### src/rtl/frame_scan_pkg.sv
// Shared types and helpers for the frame raster scan controller.
// Optional stall support in frame_scan_ctrl is enabled with FRAME_SCAN_STALL_EN.
package frame_scan_pkg;

    // Scan sequencer states: idle, issuing reads, draining the write side.
    typedef enum logic [1:0] {
        IDLE  = 2'd0,
        READ  = 2'd1,
        DRAIN = 2'd2
    } scan_state_t;

    // Width of a counter able to hold the value n_states-1, at least one bit.
    // Called with N+LAT+1 so that the counter reaches N+LAT without wrapping.
    function automatic int beat_cnt_w(input int unsigned n_states);
        int w;
        w = $clog2(n_states);
        if (w < 1) begin
            w = 1;
        end else begin
            w = w;
        end
        return w;
    endfunction

endpackage

### src/rtl/scan_addr_gen.sv
// Row-major raster address generator for one side (read or write) of the
// frame scan. The row/col registers are the address seen by the frame RAM;
// clr returns them to (0,0), inc advances one column with row carry.
module scan_addr_gen #(
    parameter int ROW_W = 8,
    parameter int COL_W = 8,
    parameter int ROWS  = 256,
    parameter int COLS  = 256
) (
    input  logic             clk,
    input  logic             rst,
    input  logic             clr,
    input  logic             inc,
    output logic [ROW_W-1:0] row,
    output logic [COL_W-1:0] col,
    output logic             last
);

    localparam logic [ROW_W-1:0] ROW_LAST = ROW_W'(ROWS - 1);
    localparam logic [COL_W-1:0] COL_LAST = COL_W'(COLS - 1);
    localparam logic [ROW_W-1:0] ROW_ONE  = ROW_W'(1);
    localparam logic [COL_W-1:0] COL_ONE  = COL_W'(1);

    logic [ROW_W-1:0] row_q;
    logic [ROW_W-1:0] row_d;
    logic [COL_W-1:0] col_q;
    logic [COL_W-1:0] col_d;

    // Next address: clear has priority, otherwise step with column wrap and row carry.
    always_comb begin
        row_d = row_q;
        col_d = col_q;
        if (clr) begin
            row_d = '0;
            col_d = '0;
        end else if (inc) begin
            if (col_q == COL_LAST) begin
                col_d = '0;
                if (row_q == ROW_LAST) begin
                    row_d = '0;
                end else begin
                    row_d = row_q + ROW_ONE;
                end
            end else begin
                row_d = row_q;
                col_d = col_q + COL_ONE;
            end
        end else begin
            row_d = row_q;
            col_d = col_q;
        end
    end

    // Address registers with synchronous reset.
    always_ff @(posedge clk) begin
        if (rst) begin
            row_q <= '0;
            col_q <= '0;
        end else begin
            row_q <= row_d;
            col_q <= col_d;
        end
    end

    assign row  = row_q;
    assign col  = col_q;
    assign last = (row_q == ROW_LAST) && (col_q == COL_LAST);

endmodule

### src/rtl/frame_scan_ctrl.sv
// Read-then-write raster sequencer for a ROWS x COLS frame memory.
// A start issues N=ROWS*COLS read beats in row-major order on consecutive
// cycles; the same addresses are replayed as writes LAT cycles later.
// Compile with FRAME_SCAN_STALL_EN to add the stall port, which freezes the
// whole scan (including the read-to-write delay line) for one cycle per stall.
module frame_scan_ctrl
    import frame_scan_pkg::*;
#(
    parameter int ROW_W = 8,
    parameter int COL_W = 8,
    parameter int ROWS  = 256,
    parameter int COLS  = 256,
    parameter int LAT   = 8
) (
    input  logic             clk,
    input  logic             rst,
    input  logic             start,
    input  logic             abort,
`ifdef FRAME_SCAN_STALL_EN
    input  logic             stall,
`endif
    output logic             act,
    output logic             rd,
    output logic             wr,
    output logic [ROW_W-1:0] addr_row_r,
    output logic [COL_W-1:0] addr_col_r,
    output logic [ROW_W-1:0] addr_row_w,
    output logic [COL_W-1:0] addr_col_w,
    output logic             busy,
    output logic             done
);

    localparam int N     = ROWS * COLS;
    localparam int TOTAL = N + LAT;
    localparam int CNT_W = beat_cnt_w(TOTAL + 1);

    // The counter is 1 on the first read edge, so it equals TOTAL on the
    // last write edge; the edge after that finishes the scan.
    localparam logic [CNT_W-1:0] CNT_END = CNT_W'(TOTAL);
    localparam logic [CNT_W-1:0] CNT_ONE = CNT_W'(1);

    scan_state_t      state_q;
    logic [CNT_W-1:0] cnt_q;
    logic [LAT-1:0]   vsr_q;
    logic             wr_seen_q;
    logic             act_q;
    logic             rd_q;
    logic             wr_q;
    logic             busy_q;
    logic             done_q;

    logic             frz;
    logic             start_acc;
    logic             rd_more;
    logic             rd_d;
    logic             wr_d;
    logic             finish_d;
    logic             r_clr;
    logic             r_inc;
    logic             w_clr;
    logic             w_inc;
    logic             r_last;
    logic             w_last;

`ifdef FRAME_SCAN_STALL_EN
    assign frz = stall;
`else
    assign frz = 1'b0;
`endif

    // Decode this cycle's scan events. Beat 0 is issued on the start edge
    // itself; later beats follow while the read generator is not at the
    // final address. A write is due when a valid leaves the delay line.
    always_comb begin
        start_acc = (state_q == IDLE) && start && !frz;
        rd_more   = (state_q == READ) && !r_last && !frz;
        rd_d      = start_acc || rd_more;
        wr_d      = (state_q != IDLE) && vsr_q[LAT-1] && !frz;
        finish_d  = (state_q == DRAIN) && (cnt_q == CNT_END) && !frz;
        r_clr     = start_acc || abort;
        r_inc     = rd_more;
        w_clr     = start_acc || abort;
        // The first write shows the cleared (0,0) address, later ones step.
        w_inc     = wr_d && wr_seen_q && !w_last;
    end

    // Scan FSM with beat counter, read-to-write valid delay line and
    // registered strobes; abort acts like reset, stall freezes everything
    // except the strobes, which drop to zero for that cycle.
    always_ff @(posedge clk) begin
        if (rst || abort) begin
            state_q   <= IDLE;
            cnt_q     <= '0;
            vsr_q     <= '0;
            wr_seen_q <= 1'b0;
            act_q     <= 1'b0;
            rd_q      <= 1'b0;
            wr_q      <= 1'b0;
            busy_q    <= 1'b0;
            done_q    <= 1'b0;
        end else if (frz) begin
            rd_q      <= 1'b0;
            wr_q      <= 1'b0;
            done_q    <= 1'b0;
        end else begin
            rd_q      <= rd_d;
            wr_q      <= wr_d;
            done_q    <= finish_d;
            wr_seen_q <= start_acc ? 1'b0 : (wr_seen_q | wr_d);
            vsr_q[0]  <= rd_d;
            for (int i = 1; i < LAT; i++) begin
                vsr_q[i] <= vsr_q[i-1];
            end
            case (state_q)
                IDLE: begin
                    if (start_acc) begin
                        state_q <= READ;
                        cnt_q   <= CNT_ONE;
                        act_q   <= 1'b1;
                        busy_q  <= 1'b1;
                    end else begin
                        state_q <= IDLE;
                        cnt_q   <= '0;
                        act_q   <= 1'b0;
                        busy_q  <= 1'b0;
                    end
                end
                READ: begin
                    cnt_q <= cnt_q + CNT_ONE;
                    if (r_last) begin
                        state_q <= DRAIN;
                    end else begin
                        state_q <= READ;
                    end
                end
                DRAIN: begin
                    if (finish_d) begin
                        state_q <= IDLE;
                        cnt_q   <= '0;
                        act_q   <= 1'b0;
                        busy_q  <= 1'b0;
                    end else begin
                        state_q <= DRAIN;
                        cnt_q   <= cnt_q + CNT_ONE;
                    end
                end
                default: begin
                    state_q <= IDLE;
                    cnt_q   <= '0;
                    act_q   <= 1'b0;
                    busy_q  <= 1'b0;
                end
            endcase
        end
    end

    scan_addr_gen #(
        .ROW_W (ROW_W),
        .COL_W (COL_W),
        .ROWS  (ROWS),
        .COLS  (COLS)
    ) u_rd_gen (
        .clk  (clk),
        .rst  (rst),
        .clr  (r_clr),
        .inc  (r_inc),
        .row  (addr_row_r),
        .col  (addr_col_r),
        .last (r_last)
    );

    scan_addr_gen #(
        .ROW_W (ROW_W),
        .COL_W (COL_W),
        .ROWS  (ROWS),
        .COLS  (COLS)
    ) u_wr_gen (
        .clk  (clk),
        .rst  (rst),
        .clr  (w_clr),
        .inc  (w_inc),
        .row  (addr_row_w),
        .col  (addr_col_w),
        .last (w_last)
    );

    assign act  = act_q;
    assign rd   = rd_q;
    assign wr   = wr_q;
    assign busy = busy_q;
    assign done = done_q;

endmodule
### config.mk
export PLATFORM = sky130hd
export DESIGN_NAME = frame_scan_ctrl
export DESIGN_NICKNAME = d
export VERILOG_FILES = /design/src/rtl/frame_scan_pkg.sv /design/src/rtl/scan_addr_gen.sv /design/src/rtl/frame_scan_ctrl.sv
export SDC_FILE = /design/constraint.sdc
export NUM_CORES = 1
export LEC_CHECK = 0
export CORE_MARGIN = 1.5
export CORE_UTILIZATION = 45
export CTS_CLUSTER_SIZE = 24
export DETAILED_ROUTE_END_ITERATION = 10
export HOLD_SLACK_MARGIN = 0.06
export PLACE_DENSITY = 0.75
export SLEW_MARGIN = 20
export SYNTH_ARGS = -nofsm -noshare
export SYNTH_HDL_FRONTEND = slang
export SYNTH_HIERARCHICAL = 1
export SYNTH_SLANG_ARGS = --single-unit
### constraint.sdc
create_clock -name clk -period 1.8 [get_ports clk]
set_input_delay 0.36 -clock clk [delete_from_list [all_inputs] [get_ports clk]]
set_output_delay 0.36 -clock clk [all_outputs]
set_load 0.01 [all_outputs]
==> metrics.cfg, run 1 <==
[run_status]
outcome = finished with violations
violations = setup timing

[place]
pre_cts_ws_ns = -0.137
globalplace.congestion = 0.809
portBuffers = 40
dp_hpwl_mm = 4.82

[clock_tree]
postCtsHoldBufs = 0
insertion_delay_ns = 0.35
path_clk_slew_ns = 0.07
clockBufferDepth = 2
cts.sinks = 63
cts-root-buf = clkbuf_8
cts_buffers = 9
cts_tree = built
htreeDepth = 3

[min_path]
hold_start = vsr_q[5]
worstHoldEndpoint = vsr_q[6]
hp-class = reg -> reg
holdPathStages = 1

[die]
die_w_microns = 83.4
ios = 41
fp.dieH_microns = 83.4
start_util = 0.461
rows = 29
dieArea_sq_um = 6950
core_sq_um = 6310

[route]
drt_iter0_markers = 98
vias = 2676
ant_nets = 0
totalWireLength_mm = 7.31
routedWlPerCell_microns = 14.4
viasPerCell = 5.29
drc = 0
firstDrtPassIters = 4

[grt]
grtUsageMet2 = 0.330
antenna_found_initial = 0
met1_usage = 0.254
grt_max_degree = 17
gr-total-overflow = 0
track_usage = 0.206
grt_first_pass_wirelength_mm = 11.5
busiest_layer = met2
grt_use_met3 = 0.0676
grt_pass1_vias = 2476

[timing]
worst_slew_pin_slew_ns = 0.361
hold_viol_final = 0
tns_ns = -1.07
rsz0062_at_grt = yes
finalSetupViolCount = 15
setup_ws_ns = -0.127
final.period_utilization = 1.07
slew_headroom = 0.756
fin_crit_ns = 1.93
finalMaxSlewViolations = 0
clock.fmax_ghz = 0.519
skew_ns = 0.00732

[yosys]
ys_ff_latch = 63
yosys.area_share.simple = 0.322
yosysWarnings = 6
ys_seq_area_frac = 0.434
syn-num-nets = 328
synth-main-ff-cell = dfxtp_1
synth_top_family_by_area = simple AND/OR/NAND/NOR gates
synthArstFlopShare = 0
synth_mux_area_frac = 0.0103
synth_edf_count = 0
synth_compound_area_frac = 0.0581
syn_avg_cell_area_sq_um = 9.14
synthCells = 318
synth_xor_area_frac = 0.114
netlist_area_sq_um = 2910
yosys.cell_types.count = 44
synth_adder_area_share = 0.0258

[pwr]
power_density_nw_per_um2 = 650
leakage_uw = 0.00161
vdd_drop_max_uv = 580

[critical_path]
path_buf_inv = 1
crit_required_ns = 2.03
r2r_cells = 10
crit_chain = ha_4 > nand2_2 > or3_4 > nor2_4 > nor3b_2 > nand4_1 > buf_4 > nor4_4 > xnor2_1 > nor2_1
r2r-start = u_wr_gen/row[0]
reg2reg_to = u_wr_gen/row[5]
slowest_delay_ns = 0.36
slowest_stage = dfxtp_4
arrival_ns = 2.16
worstSetupPathType = reg -> reg
startpoint_type = flop
rrSetupSlack_ns = -0.13
cp_top_family = simple AND/OR/NAND/NOR gates
end_kind = flop
critPathMaxFanout = 5

[layout]
antenna_cells = 0
final_core_util = 0.699
syn_to_final_growth_pct = 51.8
finish.net_count = 434
drive_above_1_share = 0.359

[run]
drv_cap = 0

[flip-flops by register name, indices dropped and copies added, names as in the netlist]
name / flops
u_rd_gen/row: 8
vsr_q: 8
state_q: 2
wr: 1
u_wr_gen/row: 8
u_wr_gen/col: 8
wr_seen_q: 1
cnt_q: 17
u_rd_gen/col: 8
done: 1
busy: 1
[cell usage after synthesis (2+ instances only)]
master	n	area, sq um
xor2_1	9	78.8
nor2_1	48	180
nand2_1	17	63.8
nand2b_1	5	31.3
or2_1	2	12.5
buf_4	3	22.5
xnor2_1	29	254
nor4_1	5	31.3
nand4_4	2	42.5
or2_2	4	25.0
buf_2	4	20.0
a21oi_1	10	50.1
nand4_2	2	25.0
or3_4	2	22.5
nor4_2	6	75.1
nor3_1	18	90.1
nand3b_1	2	15.0
mux2i_1	3	30.0
nand3_1	17	85.1
or3_1	2	12.5
nor2_2	2	12.5
inv_1	10	37.5
and2_1	8	50.1
ha_1	6	75.1
nand4_1	13	81.3
clkbuf_1	3	11.3
o31ai_4	2	42.5
o21ai_1	4	20.0
dfxtp_1	63	1260
nor4b_1	2	17.5
nor2b_1	2	12.5
[per-stage QoR]
step           std cells  hold WS [ns]  total power (uW)  cell area, sq um
6_report             506         0.427              2870              4410
5_1_grt              506         0.450              2980              4410
4_1_cts              497         0.430              2890              4200
3_5_place_dp         476         0.413              1500              3860
3_3_place_gp         476         0.410              1500              3860
2_1_floorplan        318         0.406              1470              3040
[area by class of cell]
class / count / area [sq um]
timing repair buffer: 106 / 947
clock buffer: 11 / 174
fill: 458 / 1900
sequential: 63 / 1310
inverter: 10 / 37.5
multi-input combinational: 234 / 1790
clock inverter: 5 / 58.8
tap: 77 / 96.3
[power breakdown]
part	switching (uW)	total [uW]	internal (uW)
Clock	589	1400	811
Sequential	5.38	1390	1390
Combinational	42.2	78.0	35.8
[timing repair]
action	4_1_cts	5_1_grt
cloned	1	1
endpoints found under the hold margin	0	0
pin swaps	12	23
buffers inserted	4	13
setup endpoints to repair	22	44
gates resized for setup	15	24
[logic make-up after synthesis]
kind of cell	after synthesis
XOR/XNOR	38
buffers and inverters	21
AO/OA/AOI/OAI	22
adder cells (fa/ha/maj)	6
flip-flops	63
multiplexers	3
AND/OR/NAND/NOR	165
[routing by layer]
layer	wire length (microns)	share of wire
met1	3260	0.45
met2	3530	0.48
met3	438	0.060
met4	81	0.011
met5	0	0
[how the worst max path moves through the flow]
stage	endpoint	from	cells after the start	slack, ns
after CTS	u_wr_gen/row[7]	u_wr_gen/row[0]	10	-0.06
after global placement	u_wr_gen/row[0]	u_wr_gen/col[0]	9	-0.03
after floorplan	u_wr_gen/row[0]	u_wr_gen/row[1]	11	-0.12
final	u_wr_gen/row[5]	u_wr_gen/row[0]	10	-0.13
after global routing	u_wr_gen/row[5]	u_wr_gen/row[0]	10	-0.23
after detailed placement	u_wr_gen/row[7]	u_wr_gen/col[0]	10	-0.14
[cells in the final DEF, fill, tap and decap left out, drive strengths merged, types with 9 or more instances in the layout]
cell	n
buf	65
dfxtp	63
nor2	50
clkdlybuf4s50	38
xnor2	29
nor3	18
nand2	17
nand4	17
nand3	17
inv	12
clkbuf	12
nor4	11
a21oi	10
xor2	9
No activity file was read; power rests on OpenSTA's default activity.
==> inputs of run 2 (changes only) <==
==> constraint.sdc (replaced) <==
create_clock -name clk -period 1.7 [get_ports clk]
set_input_delay 0.34 -clock clk [delete_from_list [all_inputs] [get_ports clk]]
set_output_delay 0.34 -clock clk [all_outputs]
set_load 0.01 [all_outputs]
==> metrics.cfg, run 2 (synthesized netlist as in run 1, its figures left out) <==
[run_status]
outcome = finished with violations
violations = setup timing

[die]
start_util = 0.461  ; unchanged
core_sq_um = 6310  ; unchanged
die_w_microns = 83.4  ; unchanged
ios = 41  ; unchanged
fp.dieH_microns = 83.4  ; unchanged
dieArea_sq_um = 6950  ; unchanged
rows = 29  ; unchanged

[layout]
syn_to_final_growth_pct = 59.3
multiInputGateArea_sq_um = 1860  ; +4.3%
seq_area_sq_um = 1310  ; -0.29%
largest_reg_flops = 17  ; unchanged
final_common_cell = buf_4
final_cells = 527  ; +4.2%
layout_common_cells = 79 x buf_4, 45 x nor2_1, 39 x dfxtp_1
antenna_cells = 0  ; unchanged
fill_cells = 428  ; -6.6%
drive_above_1_share = 0.402  ; +0.0432
largest-register = cnt_q
final_core_util = 0.733  ; +0.0345
finish.net_count = 456  ; +5.1%

[critical_path]
critPathMaxFanout = 5  ; unchanged
r2r_cells = 10  ; unchanged
crit_chain = ha_4 > nand2_2 > or3_4 > nor2_4 > nor3b_2 > nand4_1 > buf_6 > nor4_4 > xnor2_1 > nor2_1
reg2reg_to = u_wr_gen/row[7]
slowest_stage = dfxtp_4
arrival_ns = 2.13  ; -0.03 ns
slowest_delay_ns = 0.35  ; about the same
cp_top_family = simple AND/OR/NAND/NOR gates
r2r-start = u_wr_gen/row[1]
end_kind = flop
worstSetupPathType = reg -> reg
path_buf_inv = 1  ; unchanged
crit_required_ns = 1.91  ; -0.12 ns
rrSetupSlack_ns = -0.22  ; -0.09 ns
startpoint_type = flop

[place]
dp_hpwl_mm = 4.85  ; +0.62%
pre_cts_ws_ns = -0.199  ; -0.0620 ns
portBuffers = 40  ; unchanged
globalplace.congestion = 0.827  ; +2.3%
place_inst = 492  ; +3.4%

[pwr]
switching_share = 0.229  ; +0.00665
p_sw_uw = 602  ; -5.4%
power_density_nw_per_um2 = 569  ; -13%
vdd_drop_max_uv = 482  ; -17%
combPwrFrac = 0.035  ; +0.008
clock_power_share = 0.405  ; -0.083
seqPwrFrac = 0.560  ; +0.075
p_int_uw = 2030  ; -9.0%
leakage_uw = 0.00214  ; +33%

[timing]
finalMaxSlewViolations = 0  ; unchanged
slew_headroom = 0.756  ; +0.000772
skew_ns = 0.0136  ; +0.00628 ns
rsz0062_at_grt = yes
hold_viol_final = 0  ; unchanged
worst_slew_pin_slew_ns = 0.364  ; +0.00291 ns
clock.fmax_ghz = 0.521  ; +0.37%
final.period_utilization = 1.13  ; +0.0588
setup_ws_ns = -0.220  ; -0.0930 ns
finalSetupViolCount = 29  ; +14
fin_crit_ns = 1.92  ; -0.00703 ns

[clock_tree]
clockBufferDepth = 2  ; unchanged
cts_tree = built
cts-root-buf = clkbuf_8
postCtsHoldBufs = 0  ; unchanged
path_clk_slew_ns = 0.07  ; about the same
insertion_delay_ns = 0.34  ; about the same
htreeDepth = 3  ; unchanged
cts.sinks = 63  ; unchanged
cts_buffers = 9  ; unchanged

[min_path]
worstHoldEndpoint = vsr_q[4]
holdPathStages = 1  ; unchanged
hold_start = vsr_q[3]
hp-class = reg -> reg

[grt]
grt_first_pass_wirelength_mm = 12.6  ; +10%
grt_pass1_vias = 2703  ; +9.2%
gr-total-overflow = 0  ; unchanged
antenna_found_initial = 0  ; unchanged
grt_max_degree = 17  ; unchanged
track_usage = 0.226  ; +0.0199

[route]
totalWireLength_mm = 7.94  ; +8.7%
firstDrtPassIters = 4  ; unchanged
ant_nets = 0  ; unchanged
drc = 0  ; unchanged
routedWlPerCell_microns = 15.1  ; +4.3%
vias = 2759  ; +3.1%
drt_iter0_markers = 139  ; +42%
viasPerCell = 5.24  ; -1.0%

[run]
drv_cap = 0  ; unchanged

run 2: worst max path at each step:
stage,startpoint,end,slack (ns),cells past startpoint
after floorplan,u_wr_gen/row[1],u_wr_gen/row[0],-0.21,11
after global placement,u_wr_gen/col[0],u_wr_gen/row[5],-0.14,9
after detailed placement,u_wr_gen/col[0],u_wr_gen/row[7],-0.20,10
after CTS,u_rd_gen/row[0],u_rd_gen/col[4],-0.14,10
after global routing,u_wr_gen/row[0],u_wr_gen/row[7],-0.30,10
final,u_wr_gen/row[1],u_wr_gen/row[7],-0.22,10
run 2: layer usage:
metal / routed length [microns] / share of wire / GRT usage / vias to the layer above
met5: 0 / 0 / 0 / -
met4: 166 / 0.021 / 0.0879 / 0
met3: 336 / 0.042 / 0.0427 / 16
met2: 3900 / 0.49 / 0.380 / 66
met1: 3540 / 0.45 / 0.285 / 1322
li1: - / - / - / 1355
run 2: what timing repair did:
| action | in CTS | in global routing |
|---|---|---|
| pin swaps | 33 | 27 |
| resized for setup | 40 | 46 |
| endpoints found under the setup margin | 30 | 69 |
| setup buffers | 12 | 9 |
| cloned | 2 | 0 |
run 2: power groups by stage:
stage	Combinational [uW]	Sequential, uW	Clock (uW)
6_report	93.4	1470	1070
5_1_grt	100	1470	1140
4_1_cts	88.8	1470	1070
3_5_place_dp	84.3	1510	0
3_3_place_gp	82.6	1510	0
2_1_floorplan	44.3	1510	0
run 2: layout make-up:
type,instances,share of cell area
multi-input combinational,234,0.403
sequential,63,0.283
timing repair buffer,128,0.254
clock buffer,13,0.0300
tap,77,0.0208
inverter,10,0.00811
clock inverter,2,0.00216
run 2: per-stage QoR:
stage / total power, uW / hold WS (ns) / area, sq um / setup TNS [ns]
finish: 2630 / 0.423 / 4630 / -3.48
global route: 2720 / 0.452 / 4630 / -5.94
detailed placement: 1590 / 0.416 / 3980 / -3.08
floorplan: 1550 / 0.406 / 3040 / -3.88
global placement: 1590 / 0.412 / 3980 / -1.40
CTS: 2630 / 0.428 / 4430 / -1.95
run 2: worst reg2reg max path, stage by stage (launching register included):
cell and delay (ns):
dfxtp_4 0.35, ha_4 0.16, nand2_2 0.07, or3_4 0.14, nor2_4 0.03, nor3b_2 0.20
nand4_1 0.20, buf_6 0.20, nor4_4 0.22, xnor2_1 0.16, nor2_1 0.06
